--- src/rtl/result_display_pkg.sv ---
// Shared 7-segment definitions: segment bit positions, glyph constants and the
// capture/digit types used by the result display and later display blocks.
package result_display_pkg;

   localparam int SEG_A = 0;
   localparam int SEG_B = 1;
   localparam int SEG_C = 2;
   localparam int SEG_D = 3;
   localparam int SEG_E = 4;
   localparam int SEG_F = 5;
   localparam int SEG_G = 6;

   localparam logic [6:0] GLYPH_1    = 7'b0000110;
   localparam logic [6:0] GLYPH_2    = 7'b1011011;
   localparam logic [6:0] GLYPH_3    = 7'b1001111;
   localparam logic [6:0] GLYPH_4    = 7'b1100110;
   localparam logic [6:0] GLYPH_5    = 7'b1101101;
   localparam logic [6:0] GLYPH_6    = 7'b1111101;
   localparam logic [6:0] GLYPH_DASH = 7'b1000000;
   localparam logic [6:0] GLYPH_D    = 7'b1011110;
   localparam logic [6:0] GLYPH_T    = 7'b1111000;

   typedef enum logic {
      DIGIT_VALUE = 1'b0,
      DIGIT_MODE  = 1'b1
   } digit_e;

   typedef struct packed {
      logic       mode;
      logic [2:0] val;
   } cap_t;

   // Traffic lamps map to horizontal bars: red on top, amber in the middle, green at the bottom.
   function automatic logic [6:0] traffic_glyph(input logic [2:0] rag);
      logic [6:0] g;
      g        = 7'b0000000;
      g[SEG_A] = rag[2];
      g[SEG_G] = rag[1];
      g[SEG_D] = rag[0];
      return g;
   endfunction

endpackage

--- src/rtl/result_display_seg_glyph.sv ---
// Combinational decoder from the selected digit and captured {mode,val}
// to the segment pattern {g,f,e,d,c,b,a}.
module seg_glyph
   import result_display_pkg::*;
(
   input  digit_e     digit,
   input  cap_t       value,
   output logic [6:0] seg
);

   always_comb begin
      seg = GLYPH_DASH;
      if (digit == DIGIT_MODE) begin
         seg = value.mode ? GLYPH_T : GLYPH_D;
      end else if (value.mode) begin
         seg = traffic_glyph(value.val);
      end else begin
         case (value.val)
            3'd1:    seg = GLYPH_1;
            3'd2:    seg = GLYPH_2;
            3'd3:    seg = GLYPH_3;
            3'd4:    seg = GLYPH_4;
            3'd5:    seg = GLYPH_5;
            3'd6:    seg = GLYPH_6;
            default: seg = GLYPH_DASH;
         endcase
      end
   end

endmodule

--- src/rtl/result_display.sv ---
// Captures the dice/traffic mux output, drives a two-digit multiplexed
// 7-segment display and flags/counts changes of the captured value.
module result_display
   import result_display_pkg::*;
#(
   parameter int SCAN_DIV = 4,
   parameter int CNT_W    = 8
) (
   input  logic             clk,
   input  logic             rst,
   input  logic             sel,
   input  logic [2:0]       result,
   input  logic             freeze,
   output logic [6:0]       seg,
   output logic [1:0]       an,
   output logic             changed,
   output logic [CNT_W-1:0] change_count
);

   localparam int            CW        = (SCAN_DIV > 2) ? $clog2(SCAN_DIV) : 1;
   localparam logic [CW-1:0] SCAN_LAST = CW'(SCAN_DIV - 1);

   cap_t          cap;
   cap_t          cap_in;
   logic          valid;
   logic          pending;
   logic [CW-1:0] scan_cnt;
   digit_e        digit;
   digit_e        digit_next;
   logic [6:0]    glyph;

   assign cap_in = cap_t'({sel, result});

   // Capture register; the comparison result is held one cycle so the pulse follows the load.
   always_ff @(posedge clk) begin
      if (rst) begin
         cap     <= cap_t'(4'b0000);
         valid   <= 1'b0;
         pending <= 1'b0;
      end else if (!freeze) begin
         cap     <= cap_in;
         valid   <= 1'b1;
         pending <= valid && (cap_in != cap);
      end else begin
         cap     <= cap;
         valid   <= valid;
         pending <= 1'b0;
      end
   end

   always_ff @(posedge clk) begin
      if (rst) begin
         changed      <= 1'b0;
         change_count <= '0;
      end else begin
         changed <= pending;
         if (pending && (change_count != {CNT_W{1'b1}})) begin
            change_count <= change_count + {{(CNT_W-1){1'b0}}, 1'b1};
         end else begin
            change_count <= change_count;
         end
      end
   end

   always_ff @(posedge clk) begin
      if (rst) begin
         scan_cnt <= '0;
         digit    <= DIGIT_VALUE;
      end else begin
         scan_cnt <= (scan_cnt == SCAN_LAST) ? '0 : scan_cnt + {{(CW-1){1'b0}}, 1'b1};
         digit    <= digit_next;
      end
   end

   always_comb begin
      digit_next = digit;
      if (scan_cnt == SCAN_LAST) begin
         case (digit)
            DIGIT_VALUE: digit_next = DIGIT_MODE;
            DIGIT_MODE:  digit_next = DIGIT_VALUE;
            default:     digit_next = DIGIT_VALUE;
         endcase
      end else begin
         digit_next = digit;
      end
   end

   seg_glyph u_glyph (
      .digit (digit),
      .value (cap),
      .seg   (glyph)
   );

   // seg and an share one edge so a glyph never lands on the wrong digit.
   always_ff @(posedge clk) begin
      if (rst) begin
         seg <= 7'b0000000;
         an  <= 2'b00;
      end else begin
         seg <= glyph;
         an  <= (digit == DIGIT_VALUE) ? 2'b01 : 2'b10;
      end
   end

endmodule
--- config.mk ---
export PLATFORM = sky130hd
export DESIGN_NAME = result_display
export DESIGN_NICKNAME = d
export VERILOG_FILES = /design/src/rtl/result_display_pkg.sv /design/src/rtl/result_display_seg_glyph.sv /design/src/rtl/result_display.sv
export SDC_FILE = /design/constraint.sdc
export NUM_CORES = 1
export LEC_CHECK = 0
export CAP_MARGIN = 0
export CORE_MARGIN = 5
export CORE_UTILIZATION = 30
export CTS_CLUSTER_SIZE = 24
export DETAILED_ROUTE_END_ITERATION = 10
export SLEW_MARGIN = 25
export SYNTH_ARGS = -nofsm -noshare
export SYNTH_HDL_FRONTEND = slang
export SYNTH_HIERARCHICAL = 1
export SYNTH_SLANG_ARGS = --single-unit
--- constraint.sdc ---
create_clock -name clk -period 1.36 [get_ports clk]
set_input_delay 0.272 -clock clk [delete_from_list [all_inputs] [get_ports clk]]
set_output_delay 0.272 -clock clk [all_outputs]
set_load 0.02 [all_outputs]
==> impl_metrics.py <==
metrics = {
    "run_status": {
        "outcome": "complete, no violations",
    },
    "sta": {
        "tightest_slew_ps": 394,
        "timing.fmax_ghz": 0.764,
        "min_period_ps": 1310,
        "timing.final.crit_share_pct": 96.2,
        "finalSetupViolCount": 0,
        "rsz0062_at_grt": "false",
        "maxSlewViolCount": 0,
        "hold-worst-slack_ps": 422,
        "relSlewSlack_pct": 73.7,
        "hold_violations": 0,
        "clock_skew_ps": 1.74,
    },
    "pwr": {
        "p_sw_uw": 375,
        "comb_power_share_pct": 14.0,
        "seq_power_share_pct": 56.9,
        "p_per_area_nw_per_um2": 974,
        "p_leak_nw": 0.689,
        "power.internal_mw": 1.15,
        "power_mw": 1.52,
        "power_switching_share_pct": 24.6,
        "power.share.clock_pct": 29.1,
        "ir_drop_uv": 339,
    },
    "global_routing": {
        "grt_use_total_pct": 9.45,
        "grt_pass1_vias": 840,
        "grt_pass1_wl_um": 3940,
        "antenna_found_initial": 0,
        "grt_start_max_net_pins": 16,
        "grt_overflow": 0,
    },
    "setup_path": {
        "rrSetupSlack_ps": 50,
        "reg2reg_to": "change_count[5]",
        "slowest_delay_ps": 360,
        "path_cells": "and4_4, a211oi_2, mux2_1",
        "cp.required_ps": 1520,
        "start_kind": "flip-flop",
        "cp.arrival_ps": 1470,
        "cp_slowest_cell": "dfxtp_1",
        "cp_max_fo": 5,
        "critical_path_class": "flip-flop to flip-flop",
        "end_kind": "flip-flop",
        "r2r-start": "change_count[7]",
        "ff2ff_path_depth": 3,
    },
    "clock_tree": {
        "cts_tree": "yes",
        "htree_levels": 1,
        "cts.sinks": 27,
        "clk_root_buffer_cell": "clkbuf_8",
        "post_cts_resize_count": 18,
        "hold_buffers": 0,
        "path_clk_slew_ps": 90,
        "clockBufferDepth": 2,
        "post_cts_buffers": 0,
        "clk_latency_ps": 270,
        "cts_buffers": 3,
    },
    "placed_design": {
        "gp_congestion": 0.748,
        "placed_cells": 196,
        "place_hpwl_um": 1810,
        "io_buffers": 24,
        "placed_area_um2": 1540,
    },
    "synth": {
        "synth-seq-cells": 27,
        "ys_types": 37,
        "synth_top_cell_by_area": "dfxtp_1",
        "synth_cells": 121,
        "synth.area.top_cells": "dfxtp_1, nor2b_1, mux2i_1",
        "syn_area_um2": 1190,
        "yosysWarnings": 6,
        "syn_area_per_cell_um2": 9.83,
        "synth_seq_area_share_pct": 45.4,
        "syn_nets": 130,
        "synth_top_area_share_pct": 45.4,
    },
    "floorplanning": {
        "die-area_um2": 5330,
        "core-area_um2": 3740,
        "io_pins": 25,
        "initial_utilization_pct": 31.8,
        "dieHeight_um": 73.0,
        "rows": 22,
        "die_w_um": 73.0,
    },
    "final_layout": {
        "area_growth_pct": 31.4,
        "nets": 162,
        "stdcell_count": 200,
        "drive_gt1_share_pct": 17.8,
        "fin_area_um2": 1560,
        "antenna_cells": 0,
    },
    "drt": {
        "drt_wl_total_um": 2440,
        "viasPerCell": 4.64,
        "met3WireLength_um": 101,
        "drt-met1-wl_um": 1130,
        "dr.pass1.iters": 4,
        "ant_nets": 0,
        "num_vias": 927,
        "routedWlPerCell_um": 12.2,
        "drt_iter0_drc": 36,
        "highest_layer": "met4",
        "drc": 0,
        "wl_met2_um": 1170,
    },
    "worst_hold_path": {
        "hold_class": "flip-flop to flip-flop",
        "min_path_cells": 1,
        "min_to": "scan_cnt[0]",
        "hold_start": "scan_cnt[0]",
    },
    "run": {
        "maxCapViolations": 0,
    },
}
==> cell families after synthesis <==
group | Yosys count | share of synthesized area, %
xor+xnor | 6 | 4.42
buf+inv | 12 | 5.05
flops | 27 | 45.4
mux | 7 | 6.41
simple gates | 45 | 22.3
fa+ha+maj | 2 | 2.10
compound gates | 22 | 14.3
==> critical path: cells and delay by family (launching register included) <==
kind / cells / cell delay (ps)
DFF: 1 / 360
muxes: 1 / 350
AOI/OAI and AO/OA: 1 / 250
and+or+nand+nor: 1 / 240
==> cells in the final DEF, fill, tap and decap left out, types with 4 or more instances in the layout <==
| master | n |
|---|---|
| xor2_1 | 4 |
| clkdlybuf4s50_1 | 6 |
| dfxtp_1 | 23 |
| mux2i_1 | 5 |
| dfxtp_2 | 4 |
| dlygate4sd2_1 | 18 |
| nor2_1 | 11 |
| nor3_1 | 4 |
| a21oi_1 | 7 |
| buf_4 | 8 |
| inv_1 | 5 |
| nand3_1 | 4 |
| o21ai_0 | 4 |
| nor2b_1 | 10 |
==> area by class of cell <==
cell class	instances	area [um2]
Sequential cell	27	546
Timing Repair Buffer	33	298
Tap cell	48	60.1
Clock buffer	3	41.3
Fill cell	381	2180
Clock inverter	1	5.00
Inverter	6	22.5
Multi-Input combinational cell	82	592
==> per-layer routing <==
metal / vias up / GRT usage (%)
met5: - / 0
li1: 482 / -
met1: 431 / 11.9
met4: 0 / 5.53
met3: 2 / 1.52
met2: 12 / 15.1
==> registers in the layout, summed over array words and instances, names as in the netlist <==
register      count
valid             1
seg               7
pending           1
digit             1
an                2
changed           1
scan_cnt          2
change_count      8
cap               4
==> synthesized netlist by cell type <==
cell	n
nand4_2	1
buf_4	2
buf_6	1
inv_1	5
inv_2	1
nand3_1	4
a31oi_1	2
ha_1	2
and4_4	1
mux2_1	1
a41oi_4	1
mux2_4	1
and3b_2	1
clkbuf_1	3
o31a_1	1
or3_1	1
nor2_1	11
nand2b_1	3
nand2_1	2
dfxtp_1	27
nor3_1	4
and4bb_1	1
a21o_2	1
a21oi_1	7
and2b_1	1
o21ai_0	4
a21o_1	1
xor2_1	4
xnor2_1	2
a211oi_2	1
nor4_1	3
a2111oi_2	1
mux2i_1	5
a211oi_1	3
nor3b_1	1
and4_1	1
nor2b_1	10
==> worst max path at each step <==
stage | endpoint | slack (ps) | start
6_report | change_count[5] | 50 | change_count[7]
2_1_floorplan | change_count[0] | -20 | change_count[5]
3_3_place_gp | pending | 8 | result[1]
3_5_place_dp | pending | -40 | sel
5_1_grt | change_count[5] | 0.6 | change_count[7]
4_1_cts | change_count[4] | 10 | change_count[0]
==> power by group through the flow <==
stage / Sequential, mW / Clock [mW] / Combinational [mW]
after floorplan: 0.907 / 0 / 0.112
after global placement: 0.884 / 0 / 0.225
after detailed placement: 0.886 / 0 / 0.230
after CTS: 0.866 / 0.468 / 0.216
after global routing: 0.872 / 0.496 / 0.235
final: 0.866 / 0.444 / 0.213
==> metrics by stage <==
stage | utilization (%) | setup slack [ps] | setup TNS (ps)
after global routing | 41.8 | 0.628 | 0
after floorplan | - | -19.5 | -19.5
after detailed placement | 41.1 | -37.2 | -52.2
after CTS | 41.7 | 11.9 | 0
after global placement | 41.1 | 7.61 | 0
final | 41.8 | 51.7 | 0
Note: power is estimated with default switching activity, not from simulation.
